--- src/rtl/prog_seq_if.sv ---
// Handshake and fetch-control bundle between the sequencer and its
// driver (decode/ALU side and the testbench Start/Ack handshake).
interface prog_seq_if #(
    parameter int PW = 10,
    parameter int CW = 16
);
    logic          Start;
    logic          Branch;
    logic          BranchEn;
    logic          JumpRel;
    logic [PW-1:0] Target;
    logic          Halt;
    logic          Stall;
    logic [PW-1:0] ProgCtr;
    logic          Running;
    logic          Ack;
    logic [CW-1:0] CycleCnt;

    modport master (
        output Start, Branch, BranchEn, JumpRel, Target, Halt, Stall,
        input  ProgCtr, Running, Ack, CycleCnt
    );

    modport slave (
        input  Start, Branch, BranchEn, JumpRel, Target, Halt, Stall,
        output ProgCtr, Running, Ack, CycleCnt
    );
endinterface

--- src/rtl/prog_seq.sv ---
// Program-counter sequencer: fetch address generation, BNZ resolution,
// Start/Ack handshake and a saturating RUN-cycle counter.
module prog_seq #(
    parameter int PW = 10,
    parameter int CW = 16
) (
    input  logic      Clk,
    input  logic      Reset,
    prog_seq_if.slave bus
);
    typedef enum logic [1:0] {
        IDLE,
        ARMED,
        RUN,
        DONE
    } state_t;

    state_t state;

    localparam logic [CW-1:0] CNT_MAX = '1;

    logic          taken;
    logic [PW-1:0] br_pc;

    assign taken = bus.BranchEn & bus.Branch;
    assign br_pc = bus.JumpRel ? bus.ProgCtr + bus.Target : bus.Target;

    always_ff @(posedge Clk) begin
        if (Reset) begin
            state        <= IDLE;
            bus.ProgCtr  <= '0;
            bus.Running  <= 1'b0;
            bus.Ack      <= 1'b0;
            bus.CycleCnt <= '0;
        end else if (bus.Start) begin
            state        <= ARMED;
            bus.ProgCtr  <= '0;
            bus.Running  <= 1'b0;
            bus.Ack      <= 1'b0;
            bus.CycleCnt <= '0;
        end else begin
            unique case (state)
                IDLE: ;
                ARMED: begin
                    state       <= RUN;
                    bus.Running <= 1'b1;
                end
                RUN: begin
                    if (bus.CycleCnt != CNT_MAX)
                        bus.CycleCnt <= bus.CycleCnt + 1'b1;
                    // Stall outranks halt and branch: the PC is simply frozen
                    if (bus.Stall) begin
                        bus.ProgCtr <= bus.ProgCtr;
                    end else if (bus.Halt) begin
                        state       <= DONE;
                        bus.Running <= 1'b0;
                        bus.Ack     <= 1'b1;
                    end else if (taken) begin
                        bus.ProgCtr <= br_pc;
                    end else begin
                        bus.ProgCtr <= bus.ProgCtr + 1'b1;
                    end
                end
                DONE: ;
                default: state <= IDLE;
            endcase
        end
    end
endmodule
--- src/flat_wrapper.sv ---
// flat-port wrapper written by rule: the top's interface ports become plain ports
module prog_seq_flat 
#(
    parameter int PW = 10,
    parameter int CW = 16
)
  (Clk, Reset, bus_Start, bus_Branch, bus_BranchEn, bus_JumpRel, bus_Target, bus_Halt, bus_Stall, bus_ProgCtr, bus_Running, bus_Ack, bus_CycleCnt);
  prog_seq_if #(.PW(PW), .CW(CW)) bus_i ();
  input  logic Clk;
  input  logic Reset;
  input wire logic [$bits(bus_i.Start)-1:0] bus_Start;
  input wire logic [$bits(bus_i.Branch)-1:0] bus_Branch;
  input wire logic [$bits(bus_i.BranchEn)-1:0] bus_BranchEn;
  input wire logic [$bits(bus_i.JumpRel)-1:0] bus_JumpRel;
  input wire logic [$bits(bus_i.Target)-1:0] bus_Target;
  input wire logic [$bits(bus_i.Halt)-1:0] bus_Halt;
  input wire logic [$bits(bus_i.Stall)-1:0] bus_Stall;
  output wire logic [$bits(bus_i.ProgCtr)-1:0] bus_ProgCtr;
  output wire logic [$bits(bus_i.Running)-1:0] bus_Running;
  output wire logic [$bits(bus_i.Ack)-1:0] bus_Ack;
  output wire logic [$bits(bus_i.CycleCnt)-1:0] bus_CycleCnt;
  assign bus_i.Start = bus_Start;
  assign bus_i.Branch = bus_Branch;
  assign bus_i.BranchEn = bus_BranchEn;
  assign bus_i.JumpRel = bus_JumpRel;
  assign bus_i.Target = bus_Target;
  assign bus_i.Halt = bus_Halt;
  assign bus_i.Stall = bus_Stall;
  assign bus_ProgCtr = bus_i.ProgCtr;
  assign bus_Running = bus_i.Running;
  assign bus_Ack = bus_i.Ack;
  assign bus_CycleCnt = bus_i.CycleCnt;
  prog_seq #(.PW(PW), .CW(CW)) u_core (.Clk(Clk), .Reset(Reset), .bus(bus_i));
endmodule
--- config.mk ---
export PLATFORM = sky130hd
export DESIGN_NAME = prog_seq_flat
export DESIGN_NICKNAME = d
export VERILOG_FILES = /design/src/rtl/prog_seq_if.sv /design/src/rtl/prog_seq.sv /design/src/flat_wrapper.sv
export SDC_FILE = /design/constraint.sdc
export NUM_CORES = 1
export LEC_CHECK = 0
export CAP_MARGIN = 20
export CORE_UTILIZATION = 24
export DETAILED_ROUTE_END_ITERATION = 6
export DONT_BUFFER_PORTS = 1
export PLACE_DENSITY = 0.43
export SETUP_SLACK_MARGIN = 0.3
export SLEW_MARGIN = 20
export SYNTH_ARGS = -nofsm -noshare
export SYNTH_HDL_FRONTEND = slang
export SYNTH_SLANG_ARGS = --single-unit
--- constraint.sdc ---
create_clock -name Clk -period 2.1 [get_ports Clk]
set_input_delay 0.21 -clock Clk [delete_from_list [all_inputs] [get_ports Clk]]
set_output_delay 0.21 -clock Clk [all_outputs]
set_load 0.02 [all_outputs]
==> results.cfg <==
[logic_synthesis]
yosys.area.top_type = dfxtp_1
synthXorXnorAreaFrac_pct = 7.841
synth_top_cell_area_share_pct = 29.87
syn_nets = 290
synth_edf_count = 0
synth_mux_area_share_pct = 1.493
yosys.area_share.simple_pct = 25.70
synth_top_family_by_area = simple AND/OR/NAND/NOR gates
synthesis.area_sq_um = 2011
async_reset_ff_share_pct = 0
ys.flop_type = dfxtp_1
synth_compound_area_share_pct = 23.90
yosysWarnings = 0
ys_seq_area_share_pct = 29.87
yosys.cell_types.count = 45
avgSynthCellArea_sq_um = 7.733
ys_ff_latch = 30
synth_fa_ha_area_share_pct = 7.841
ys_top_cells_by_area = dfxtp_1, ha_1, nor2_1, o21ai_0, xor2_1
postSynthCellCount = 260

[worst_setup_path]
reg2reg_depth = 8
endpoint = u_core.bus.ProgCtr[8]$_SDFFE_PP0P_
crit_fanout = 3
crit_required_ns = 2.32
timing.rr.end = u_core.bus.ProgCtr[8]$_SDFFE_PP0P_
startpoint = u_core.bus.ProgCtr[0]$_SDFFE_PP0P_
critPathArrivalTime_ns = 2.31
crit_type = reg -> reg
r2r-start = u_core.bus.ProgCtr[0]$_SDFFE_PP0P_
startpoint_type = flip-flop
end_kind = flip-flop
r2r_setup_slack_ns = 0.02

[power_and_ir_drop]
p_switching_uw = 324.0
internal_power_uw = 1070
p_leak_uw = 0.0009900
pwr-share-clk_pct = 51.6
comb_power_share_pct = 7.1
max-vdd-ir-drop_mv = 0.1822
p_total_uw = 1394
p_per_area_nw_per_um2 = 537.0
power.share.switching_pct = 23.24
seq_power_share_pct = 41.3

[clocking]
clockBufferDepth = 2
htreeDepth = 2
clock_latency_ns = 0.29
root_buffer = clkbuf_8
cts_buffers = 5
clk_pin_slew_ns = 0.08
cts_tree = yes
cts.sink_count = 30

[sta]
setup_viol = 0
drv_slew = 0
hold_violations = 0
post-route-min-period_ns = 2.084
max_freq_mhz = 480.0
relSlewSlack_pct = 62.83
fin_crit_sh_pct = 99.22
skew_ns = 0.005034
rsz0062_at_grt = true
layout_setup_ws_ns = 0.01647
worstMarginPinSlew_ns = 0.5575

[routing]
wl_met2_mm = 2.821
vias = 1992
dr.pass1.iters = 4
met1Wirelength_mm = 2.814
wl_mm = 6.087
first_iter_violations = 89
route.detailed.drc = 0
ant_nets = 0
viasPerCell = 5.043
wl_met3_um = 351
wl_per_cell_um = 15.41
top_layer = met4

[floorplanning]
initial_core_util_pct = 24.59
dieArea_sq_um = 8748
die_h_um = 93.53
core_sq_um = 8175
std_cell_rows = 33
io_pins = 46
die_x_um = 93.53

[place]
dpl_worst_slack_ns = 0.08035
place_congestion = 0.8177
port_buffers = 0
dp_hpwl_mm = 4.418

[global_routing]
grt_pass1_wl_mm = 9.646
antenna_found_initial = 0
grt_overflow = 0
grt_start_max_net_pins = 26
grt_usage_pct = 14.20
first_global_vias = 1901

[cells_and_area]
nets = 319
antenna_cells = 0
syn_to_final_growth_pct = 29.12
drive_gt1_share_pct = 21.72

[hold_path]
hp-class = in -> reg

[run]
cap_violations = 0

[status]
status = finished, final reports clean
## Yosys cell counts, drive strengths merged, types with 3 or more instances
cell / n
nor2b: 3
a211o: 3
nand4: 6
ha: 11
a31oi: 6
or3: 4
a21oi: 19
mux2i: 3
o21bai: 3
xnor2: 6
xor2: 12
and3: 6
o21ai: 22
nor2: 30
nand2: 22
a211oi: 6
inv: 6
clkbuf: 8
a21o: 4
nand3: 13
a22oi: 3
and2: 3
dfxtp: 30
nor3: 6
nand2b: 3
## cell type report
| class | instances | area [sq um] |
|---|---|---|
| well taps | 105 | 131.4 |
| clock inverters | 1 | 30.03 |
| clock buffers | 7 | 107.6 |
| inverters | 6 | 22.52 |
| flip-flops and latches | 30 | 608.1 |
| fillers | 894 | 5579 |
| repair buffers | 32 | 246.5 |
| multi-input cells | 214 | 1450 |
## timing repair
| item | CTS | global route |
|---|---|---|
| endpoints found under the hold margin | 1 | 0 |
| gates cloned | 0 | 0 |
| buffers inserted | 2 | 2 |
| gates resized for setup | 4 | 17 |
| endpoints found under the setup margin | 5 | 8 |
| pin swaps | 5 | 14 |
| hold buffers | 1 | 0 |
## placed cells by master (no fill, tap or decap), drive strengths merged, types with 2 or more instances in the layout
| master | instances |
|---|---|
| buf | 31 |
| nor2 | 30 |
| dfxtp | 30 |
| nand2 | 22 |
| o21ai | 22 |
| a21oi | 19 |
| nand3 | 13 |
| xor2 | 12 |
| ha | 11 |
| clkbuf | 7 |
| inv | 6 |
| and3 | 6 |
| a31oi | 6 |
| nand4 | 6 |
| xnor2 | 6 |
| nor3 | 6 |
| a211oi | 6 |
| a21o | 4 |
| or3 | 4 |
| and2 | 3 |
| nand2b | 3 |
| a22oi | 3 |
| mux2i | 3 |
| a211o | 3 |
| nor2b | 3 |
| o21bai | 3 |
| and4 | 2 |
| o41ai | 2 |
| o31ai | 2 |
| nor4 | 2 |
## cell families (layout without fill, tap and decap cells)
logic type,count (synthesis),in the layout
xor+xnor,18,18
compound gates,76,76
simple gates,105,105
fa+ha+maj,12,12
flops,30,30
mux,3,3
buf+inv,16,46
## per-stage QoR
stage                TNS, ns  hold slack, ns  utilization (%)  cells  instance area (sq um)
finish                     0         0.04349            31.76    395                   2596
floorplan                  0          0.2791                -    260                   2041
CTS                        0         0.03326            30.58    393                   2500
detailed placement         0          0.2826            28.50    382                   2330
global route        -0.04563         0.05141            31.76    395                   2596
global placement           0          0.2810            28.50    382                   2330
## per-layer routing
layer / GRT usage (%) / vias up
li1: - / 1011
met1: 18.08 / 925
met2: 22.73 / 43
met3: 4.065 / 13
met4: 5.000 / 0
met5: 0 / -
## flip-flops by register name (all words and copies together), names as in the netlist
register and flops:
u_core.state 2, u_core.bus.Running 1, u_core.bus.Ack 1, u_core.bus.ProgCtr 10
u_core.bus.CycleCnt 16
## power groups by stage
stage | clock network, uW | logic (uW) | registers, uW
floorplan | 0 | 70.0 | 589
global placement | 0 | 91.2 | 589
detailed placement | 0 | 90.9 | 589
CTS | 743 | 93.7 | 575
global route | 768 | 110 | 577
finish | 719 | 99.5 | 576
## critical path: stages, from the launching register on
cell and delay (ns):
dfxtp_4 0.35, ha_4 0.16, fa_2 0.39, a211oi_2 0.23
o21bai_2 0.13, a2111oi_4 0.34, o31ai_1 0.14, a21o_1 0.17
a31oi_1 0.11
## worst min path at each step
stage / from / depth (start not counted) / slack (ns) / end
4_1_cts: bus_Start / 2 / 0.03 / u_core.state[0]$_SDFFE_PP0P_
3_5_place_dp: Reset / 1 / 0.28 / u_core.state[0]$_SDFFE_PP0P_
3_3_place_gp: Reset / 1 / 0.28 / u_core.state[0]$_SDFFE_PP0P_
6_report: bus_Start / 2 / 0.04 / u_core.state[0]$_SDFFE_PP0P_
5_1_grt: bus_Start / 2 / 0.05 / u_core.state[0]$_SDFFE_PP0P_
2_1_floorplan: Reset / 1 / 0.28 / u_core.state[0]$_SDFFE_PP0P_
(Power assumes the default switching activity.)
